`src/rtl/stack_ctrl_if.sv`:
```
// Command and byte-wide memory bus bundle for stack_ctrl.
// The slave side is the sequencer; the master side is the core plus memory.
interface stack_ctrl_if #(
    parameter int ADDRSIZE = 16,
    parameter int DATASIZE = 8
) ();
    logic                    iPush;
    logic                    iPop;
    logic                    iLoad;
    logic [ADDRSIZE-1:0]     iSP;
    logic [2*DATASIZE-1:0]   iWord;
    logic [DATASIZE-1:0]     iBusData;
    logic                    iBusReady;
    logic [ADDRSIZE-1:0]     oAddr;
    logic                    oBusRd;
    logic                    oBusWr;
    logic [DATASIZE-1:0]     oBusData;
    logic [2*DATASIZE-1:0]   oWord;
    logic [ADDRSIZE-1:0]     oSP;
    logic                    oBusy;
    logic                    oDone;
    logic                    oWrap;

    modport slave (
        input  iPush, iPop, iLoad, iSP, iWord, iBusData, iBusReady,
        output oAddr, oBusRd, oBusWr, oBusData, oWord, oSP, oBusy, oDone, oWrap
    );

    modport master (
        output iPush, iPop, iLoad, iSP, iWord, iBusData, iBusReady,
        input  oAddr, oBusRd, oBusWr, oBusData, oWord, oSP, oBusy, oDone, oWrap
    );
endinterface

```
`src/rtl/stack_ctrl.sv`:
```
// 8085 stack pointer with two-byte PUSH (pre-decrement) / POP (post-increment)
// sequencing over a byte-wide bus that may insert wait states.
//
// state     | meaning
// ----------+----------------------------------------------------------
// S_IDLE    | accepting load / push / pop (priority in that order)
// S_PUSH_HI | writing high byte at SP-1
// S_PUSH_LO | writing low byte at SP-2
// S_POP_LO  | reading low byte at SP
// S_POP_HI  | reading high byte at SP+1
// S_DONE    | one-cycle completion pulse, SP already updated
module stack_ctrl #(
    parameter int                  ADDRSIZE = 16,
    parameter int                  DATASIZE = 8,
    parameter logic [ADDRSIZE-1:0] RESETSP  = 16'h0000
) (
    input  logic        iClock,
    input  logic        iReset,
    stack_ctrl_if.slave bus
);
    typedef enum logic [2:0] {
        S_IDLE    = 3'd0,
        S_PUSH_HI = 3'd1,
        S_PUSH_LO = 3'd2,
        S_POP_LO  = 3'd3,
        S_POP_HI  = 3'd4,
        S_DONE    = 3'd5
    } state_t;

    localparam logic [ADDRSIZE-1:0] ONE      = ADDRSIZE'(1);
    localparam logic [ADDRSIZE-1:0] ADDR_MAX = '1;

    state_t                  state_q, state_d;
    logic [ADDRSIZE-1:0]     sp_q, sp_d;
    logic [ADDRSIZE-1:0]     addr_q, addr_d;
    logic [DATASIZE-1:0]     wdata_q, wdata_d;
    logic [DATASIZE-1:0]     lo_q, lo_d;
    logic [2*DATASIZE-1:0]   word_q, word_d;
    logic                    rd_q, rd_d;
    logic                    wr_q, wr_d;
    logic                    wrap_q, wrap_d;

    always_ff @(posedge iClock or posedge iReset) begin
        if (iReset) begin
            state_q <= S_IDLE;
            sp_q    <= RESETSP;
            addr_q  <= '0;
            wdata_q <= '0;
            lo_q    <= '0;
            word_q  <= '0;
            rd_q    <= 1'b0;
            wr_q    <= 1'b0;
            wrap_q  <= 1'b0;
        end else begin
            state_q <= state_d;
            sp_q    <= sp_d;
            addr_q  <= addr_d;
            wdata_q <= wdata_d;
            lo_q    <= lo_d;
            word_q  <= word_d;
            rd_q    <= rd_d;
            wr_q    <= wr_d;
            wrap_q  <= wrap_d;
        end
    end

    always_comb begin
        state_d = state_q;
        case (state_q)
            S_IDLE: begin
                if (!bus.iLoad) begin
                    if (bus.iPush)     state_d = S_PUSH_HI;
                    else if (bus.iPop) state_d = S_POP_LO;
                end
            end
            S_PUSH_HI: if (bus.iBusReady) state_d = S_PUSH_LO;
            S_PUSH_LO: if (bus.iBusReady) state_d = S_DONE;
            S_POP_LO:  if (bus.iBusReady) state_d = S_POP_HI;
            S_POP_HI:  if (bus.iBusReady) state_d = S_DONE;
            default:   state_d = S_IDLE;
        endcase
    end

    // Wrap flag accumulates every borrow/carry of the running operation.
    always_comb begin
        sp_d    = sp_q;
        addr_d  = addr_q;
        wdata_d = wdata_q;
        lo_d    = lo_q;
        word_d  = word_q;
        rd_d    = rd_q;
        wr_d    = wr_q;
        wrap_d  = wrap_q;
        case (state_q)
            S_IDLE: begin
                if (bus.iLoad) begin
                    sp_d = bus.iSP;
                end else if (bus.iPush) begin
                    addr_d  = sp_q - ONE;
                    wdata_d = bus.iWord[2*DATASIZE-1:DATASIZE];
                    lo_d    = bus.iWord[DATASIZE-1:0];
                    wr_d    = 1'b1;
                    wrap_d  = (sp_q == '0);
                end else if (bus.iPop) begin
                    addr_d = sp_q;
                    rd_d   = 1'b1;
                    wrap_d = 1'b0;
                end
            end
            S_PUSH_HI: begin
                if (bus.iBusReady) begin
                    addr_d  = addr_q - ONE;
                    wdata_d = lo_q;
                    if (addr_q == '0) wrap_d = 1'b1;
                end
            end
            S_PUSH_LO: begin
                if (bus.iBusReady) begin
                    sp_d = addr_q;
                    wr_d = 1'b0;
                end
            end
            S_POP_LO: begin
                if (bus.iBusReady) begin
                    word_d[DATASIZE-1:0] = bus.iBusData;
                    addr_d               = addr_q + ONE;
                    if (addr_q == ADDR_MAX) wrap_d = 1'b1;
                end
            end
            S_POP_HI: begin
                if (bus.iBusReady) begin
                    word_d[2*DATASIZE-1:DATASIZE] = bus.iBusData;
                    sp_d                          = addr_q + ONE;
                    rd_d                          = 1'b0;
                    if (addr_q == ADDR_MAX) wrap_d = 1'b1;
                end
            end
            default: ;
        endcase
    end

    assign bus.oAddr    = addr_q;
    assign bus.oBusRd   = rd_q;
    assign bus.oBusWr   = wr_q;
    assign bus.oBusData = wdata_q;
    assign bus.oWord    = word_q;
    assign bus.oSP      = sp_q;
    assign bus.oBusy    = (state_q != S_IDLE);
    assign bus.oDone    = (state_q == S_DONE);
    assign bus.oWrap    = wrap_q;
endmodule

```
`src/flat_wrapper.sv`:
```
// flat-port wrapper written by rule: the top's interface ports become plain ports
module stack_ctrl_flat 
#(
    parameter int                  ADDRSIZE = 16,
    parameter int                  DATASIZE = 8,
    parameter logic [ADDRSIZE-1:0] RESETSP  = 16'h0000
)
  (iClock, iReset, bus_iPush, bus_iPop, bus_iLoad, bus_iSP, bus_iWord, bus_iBusData, bus_iBusReady, bus_oAddr, bus_oBusRd, bus_oBusWr, bus_oBusData, bus_oWord, bus_oSP, bus_oBusy, bus_oDone, bus_oWrap);
  stack_ctrl_if #(.ADDRSIZE(ADDRSIZE), .DATASIZE(DATASIZE)) bus_i ();
  input  logic iClock;
  input  logic iReset;
  input wire logic [$bits(bus_i.iPush)-1:0] bus_iPush;
  input wire logic [$bits(bus_i.iPop)-1:0] bus_iPop;
  input wire logic [$bits(bus_i.iLoad)-1:0] bus_iLoad;
  input wire logic [$bits(bus_i.iSP)-1:0] bus_iSP;
  input wire logic [$bits(bus_i.iWord)-1:0] bus_iWord;
  input wire logic [$bits(bus_i.iBusData)-1:0] bus_iBusData;
  input wire logic [$bits(bus_i.iBusReady)-1:0] bus_iBusReady;
  output wire logic [$bits(bus_i.oAddr)-1:0] bus_oAddr;
  output wire logic [$bits(bus_i.oBusRd)-1:0] bus_oBusRd;
  output wire logic [$bits(bus_i.oBusWr)-1:0] bus_oBusWr;
  output wire logic [$bits(bus_i.oBusData)-1:0] bus_oBusData;
  output wire logic [$bits(bus_i.oWord)-1:0] bus_oWord;
  output wire logic [$bits(bus_i.oSP)-1:0] bus_oSP;
  output wire logic [$bits(bus_i.oBusy)-1:0] bus_oBusy;
  output wire logic [$bits(bus_i.oDone)-1:0] bus_oDone;
  output wire logic [$bits(bus_i.oWrap)-1:0] bus_oWrap;
  assign bus_i.iPush = bus_iPush;
  assign bus_i.iPop = bus_iPop;
  assign bus_i.iLoad = bus_iLoad;
  assign bus_i.iSP = bus_iSP;
  assign bus_i.iWord = bus_iWord;
  assign bus_i.iBusData = bus_iBusData;
  assign bus_i.iBusReady = bus_iBusReady;
  assign bus_oAddr = bus_i.oAddr;
  assign bus_oBusRd = bus_i.oBusRd;
  assign bus_oBusWr = bus_i.oBusWr;
  assign bus_oBusData = bus_i.oBusData;
  assign bus_oWord = bus_i.oWord;
  assign bus_oSP = bus_i.oSP;
  assign bus_oBusy = bus_i.oBusy;
  assign bus_oDone = bus_i.oDone;
  assign bus_oWrap = bus_i.oWrap;
  stack_ctrl #(.ADDRSIZE(ADDRSIZE), .DATASIZE(DATASIZE), .RESETSP(RESETSP)) u_core (.iClock(iClock), .iReset(iReset), .bus(bus_i));
endmodule
```
`config.mk`:
```
export PLATFORM = sky130hd
export DESIGN_NAME = stack_ctrl_flat
export DESIGN_NICKNAME = d
export VERILOG_FILES = /design/src/rtl/stack_ctrl_if.sv /design/src/rtl/stack_ctrl.sv /design/src/flat_wrapper.sv
export SDC_FILE = /design/constraint.sdc
export NUM_CORES = 1
export LEC_CHECK = 0
export CELL_PAD_IN_SITES_DETAIL_PLACEMENT = 1
export CELL_PAD_IN_SITES_GLOBAL_PLACEMENT = 2
export CORE_UTILIZATION = 27
export DETAILED_ROUTE_END_ITERATION = 6
export PLACE_DENSITY = 0.82
export SLEW_MARGIN = 30
export SYNTH_ARGS = -nofsm -noshare
export SYNTH_HDL_FRONTEND = slang
export SYNTH_SLANG_ARGS = --single-unit
export TNS_END_PERCENT = 5
```
`constraint.sdc`:
```
create_clock -name iClock -period 2 [get_ports iClock]
set_input_delay 0.3 -clock iClock [delete_from_list [all_inputs] [get_ports iClock]]
set_output_delay 0.3 -clock iClock [all_outputs]
set_load 0.005 [all_outputs]
```
==> run_results.csv <==
group,metric,value,unit
outcome,status,"complete, but fails checks",
outcome,violations,"setup timing",
power_and_ir_drop,p_switching,5.379,mW
grt,grt_pass1_vias,5380,
floorplan,initial_utilization,27.97,%
drt,drcViolationCount,0,
power_and_ir_drop,leakagePower,2.841,nW
power_and_ir_drop,clkPwrFrac,12.5,%
cells_and_area,mostFrequentLayoutCell,"clkdlybuf4s50_1",
critical_path,worst_setup_path_start_kind,"flop",
grt,antenna_found_initial,0,
cells_and_area,diodes,0,
logic_synthesis,yosys_warnings,0,
power_and_ir_drop,power.density,1738,nW/um^2
drt,wl_per_cell,21.32,um
clocking,cts_tree,"yes",
power_and_ir_drop,p_seq_share,22.4,%
floorplan,die_w,131.2,um
sta,worst_slew_pin_slew,0.5106,ns
clocking,clock_latency,0.35,ns
grt,overflow,0,
sta,slew_violations,0,
clocking,cts.clk_slew.worst_paths,0.06,ns
cells_and_area,final_cell_mix,"103 x clkdlybuf4s50_1, 100 x buf_4, 66 x dfrtp_1, 43 x nand2_1, 35 x nor2_1",
placement,gp_congestion,0.9222,
floorplan,rows,46,
logic_synthesis,netlist.area_leader.share,38.86,%
floorplan,dieArea,17220,um^2
floorplan,core,16120,um^2
logic_synthesis,syn_nets,566,
sta,fin_crit_sh,102.3,%
drt,postRouteAntennaNets,0,
sta,hold_ws,0.3476,ns
cells_and_area,regArea,1757,um^2
power_and_ir_drop,ir_worst_vdd,0.6081,mV
grt,track_usage,23.28,%
job,drv_cap,0,
placement,dp_hpwl,14.82,mm
clocking,clk_path_buf_depth,2,
sta,clock_skew,0.007558,ns
min_path,min_path_type,"in2async",
logic_synthesis,netlist_instances,516,
logic_synthesis,async_reset_ff_share,100.0,%
cells_and_area,fin_nets,751,
cells_and_area,drive_above_1_share,24.11,%
logic_synthesis,synth_cell_types,64,
critical_path,cp_max_fo,3,
logic_synthesis,avgSynthCellArea,8.737,um^2
cells_and_area,area_growth,55.73,%
clocking,root_buffer,"clkbuf_16",
drt,wirelength,19.64,mm
cells_and_area,fill_cells,1879,
clocking,cts_hold_buf,0,
floorplan,ios,107,
logic_synthesis,seq_area_frac_synth,38.86,%
critical_path,arrival,2.33,ns
grt,grt_max_degree,35,
placement,numPortBuffers,106,
sta,rsz0062_at_grt,"true",
critical_path,critPathRequiredTime,2.28,ns
sta,min_period,2.046,ns
clocking,htreeDepth,3,
critical_path,endpoint_kind,"flop",
logic_synthesis,synth_area,4508,um^2
logic_synthesis,yosys.area.top_type,"dfrtp_1",
power_and_ir_drop,power,12.20,mW
sta,slew_headroom,65.89,%
sta,fmax,0.4888,GHz
critical_path,setup.worst_path.class,"reg2reg",
drt,drtIter0Drc,326,
sta,setup_ws,-0.04575,ns
cells_and_area,multi_input_area,2699,um^2
clocking,numCtsBuffers,9,
grt,grt_pass1_wl,30.87,mm
power_and_ir_drop,p_sw_share,44.09,%
power_and_ir_drop,combPwrFrac,65.1,%
logic_synthesis,ys_ff_latch,70,
drt,num_vias,4958,
sta,setup_viol,5,
logic_synthesis,synth_edf_count,0,
logic_synthesis,synthTopCellsByArea,"dfrtp_1 39%, mux2_1 4.0%, o21ai_1 3.8%",
drt,drtPass1Iterations,5,
floorplan,die_h,131.2,um
clocking,cts_sinks,70,
drt,viasPerCell,5.383,
power_and_ir_drop,intPower,6.820,mW
logic_synthesis,ys.flop_type,"dfrtp_1",
sta,finalHoldViolations,0,
-- worst max-delay path: stages (launching register included) --
cell     delay (ns)
dfrtp_1        0.40
or4_4          0.57
buf_6          0.15
nor4_4         0.31
buf_4          0.18
a31oi_1        0.09
a21oi_1        0.15
o21a_1         0.12
-- final cells by class --
class	instances	share of cell area (%)
Sequential cell	70	25.02
Clock inverter	6	0.7129
Inverter	13	0.7485
Tap cell	216	3.850
Timing Repair Buffer	214	28.02
Multi-Input combinational cell	393	38.44
Clock buffer	9	3.208
-- synthesized netlist by cell type, drive strengths merged (2+ instances only) --
| library cell | number |
|---|---|
| a211oi | 4 |
| nor2b | 4 |
| nand4 | 10 |
| o211ai | 5 |
| o31ai | 5 |
| xor2 | 13 |
| nand3 | 12 |
| mux2i | 15 |
| and3 | 7 |
| o21a | 4 |
| a31oi | 4 |
| o21ai | 51 |
| nand2b | 6 |
| o22ai | 9 |
| mux2 | 25 |
| a2bb2oi | 2 |
| a22o | 3 |
| nor3 | 21 |
| o41ai | 2 |
| a211o | 4 |
| or4 | 6 |
| nor4 | 11 |
| ha | 4 |
| or3 | 3 |
| clkbuf | 30 |
| nor2 | 35 |
| nand4b | 2 |
| a22oi | 2 |
| a21oi | 31 |
| or2 | 6 |
| o221ai | 8 |
| inv | 13 |
| nor3b | 3 |
| nor4b | 3 |
| buf | 10 |
| a221oi | 2 |
| and2 | 3 |
| nand2 | 43 |
| dfrtp | 70 |
| xnor2 | 9 |
| or3b | 3 |
-- final timing paths --
| path | depth (start not counted) | endpoint | slack (ns) | startpoint |
|---|---|---|---|---|
| setup / recovery | 7 | u_core.bus.oWrap | -0.05 | u_core.bus.oAddr[9] |
| hold / removal | 2 | u_core.bus.oSP[4] | 0.35 | iReset |
| setup reg to reg | 7 | u_core.bus.oWrap | -0.05 | u_core.bus.oAddr[9] |
| hold reg to reg | 2 | u_core.bus.oBusData[5] | 0.49 | u_core.bus.oBusData[5] |
| max in group asynchronous | 3 | u_core.bus.oBusData[0] | 1.12 | iReset |
| min in group iClock | 2 | u_core.bus.oBusData[5] | 0.49 | u_core.bus.oBusData[5] |
-- layer usage --
layer  routed length (um)  part of all wire [%]  GRT usage, %
met1                 8880                    45         31.18
met2                 9531                    49         38.42
met3                  886                   4.5         2.855
met4                  337                   1.7         8.170
met5                    0                     0             0
-- power by group through the flow --
| stage | Sequential, mW | Clock, mW | Combinational, mW |
|---|---|---|---|
| floorplan | 2.70 | 0 | 3.49 |
| global placement | 2.65 | 0 | 7.35 |
| detailed placement | 2.71 | 0 | 7.49 |
| CTS | 2.71 | 1.55 | 7.74 |
| global route | 2.82 | 1.61 | 8.47 |
| finish | 2.74 | 1.53 | 7.94 |
-- metrics by stage --
stage	instances	cell area, um^2	TNS [ns]	utilization [%]	worst slack (ns)
after floorplan	516	4529	-0.2355	-	-0.1312
after global placement	903	6554	-5.684	40.67	-0.3122
after detailed placement	903	6554	-6.160	40.67	-0.3020
after CTS	921	6920	-0.06624	42.94	-0.03846
after global routing	921	7020	-0.8047	43.56	-0.1134
final	921	7020	-0.1576	43.56	-0.04575
-- registers in the layout, indices dropped and copies added, names as in the netlist --
signal and cells:
u_core.bus.oAddr 16, u_core.bus.oSP 16, u_core.bus.oWord 16, u_core.bus.oBusData 8, u_core.lo_q 8, u_core.state_q 3, u_core.bus.oBusRd 1, u_core.bus.oBusWr 1
u_core.bus.oWrap 1
-- kinds of logic after synthesis --
kind of cell             synth area share [%]
adder cells (fa/ha/maj)                 1.110
buffers and inverters                   4.635
multiplexers                            9.575
AO/OA/AOI/OAI                           20.26
flip-flops                              38.86
AND/OR/NAND/NOR                         21.29
XOR/XNOR                                4.274
-- repair_timing --
action	in CTS	in global routing
pin swaps	3	8
resized for setup	15	21
gates cloned	1	0
setup endpoints to repair	10	21
buffers inserted	3	0
No activity file was read; power rests on OpenSTA's default activity.
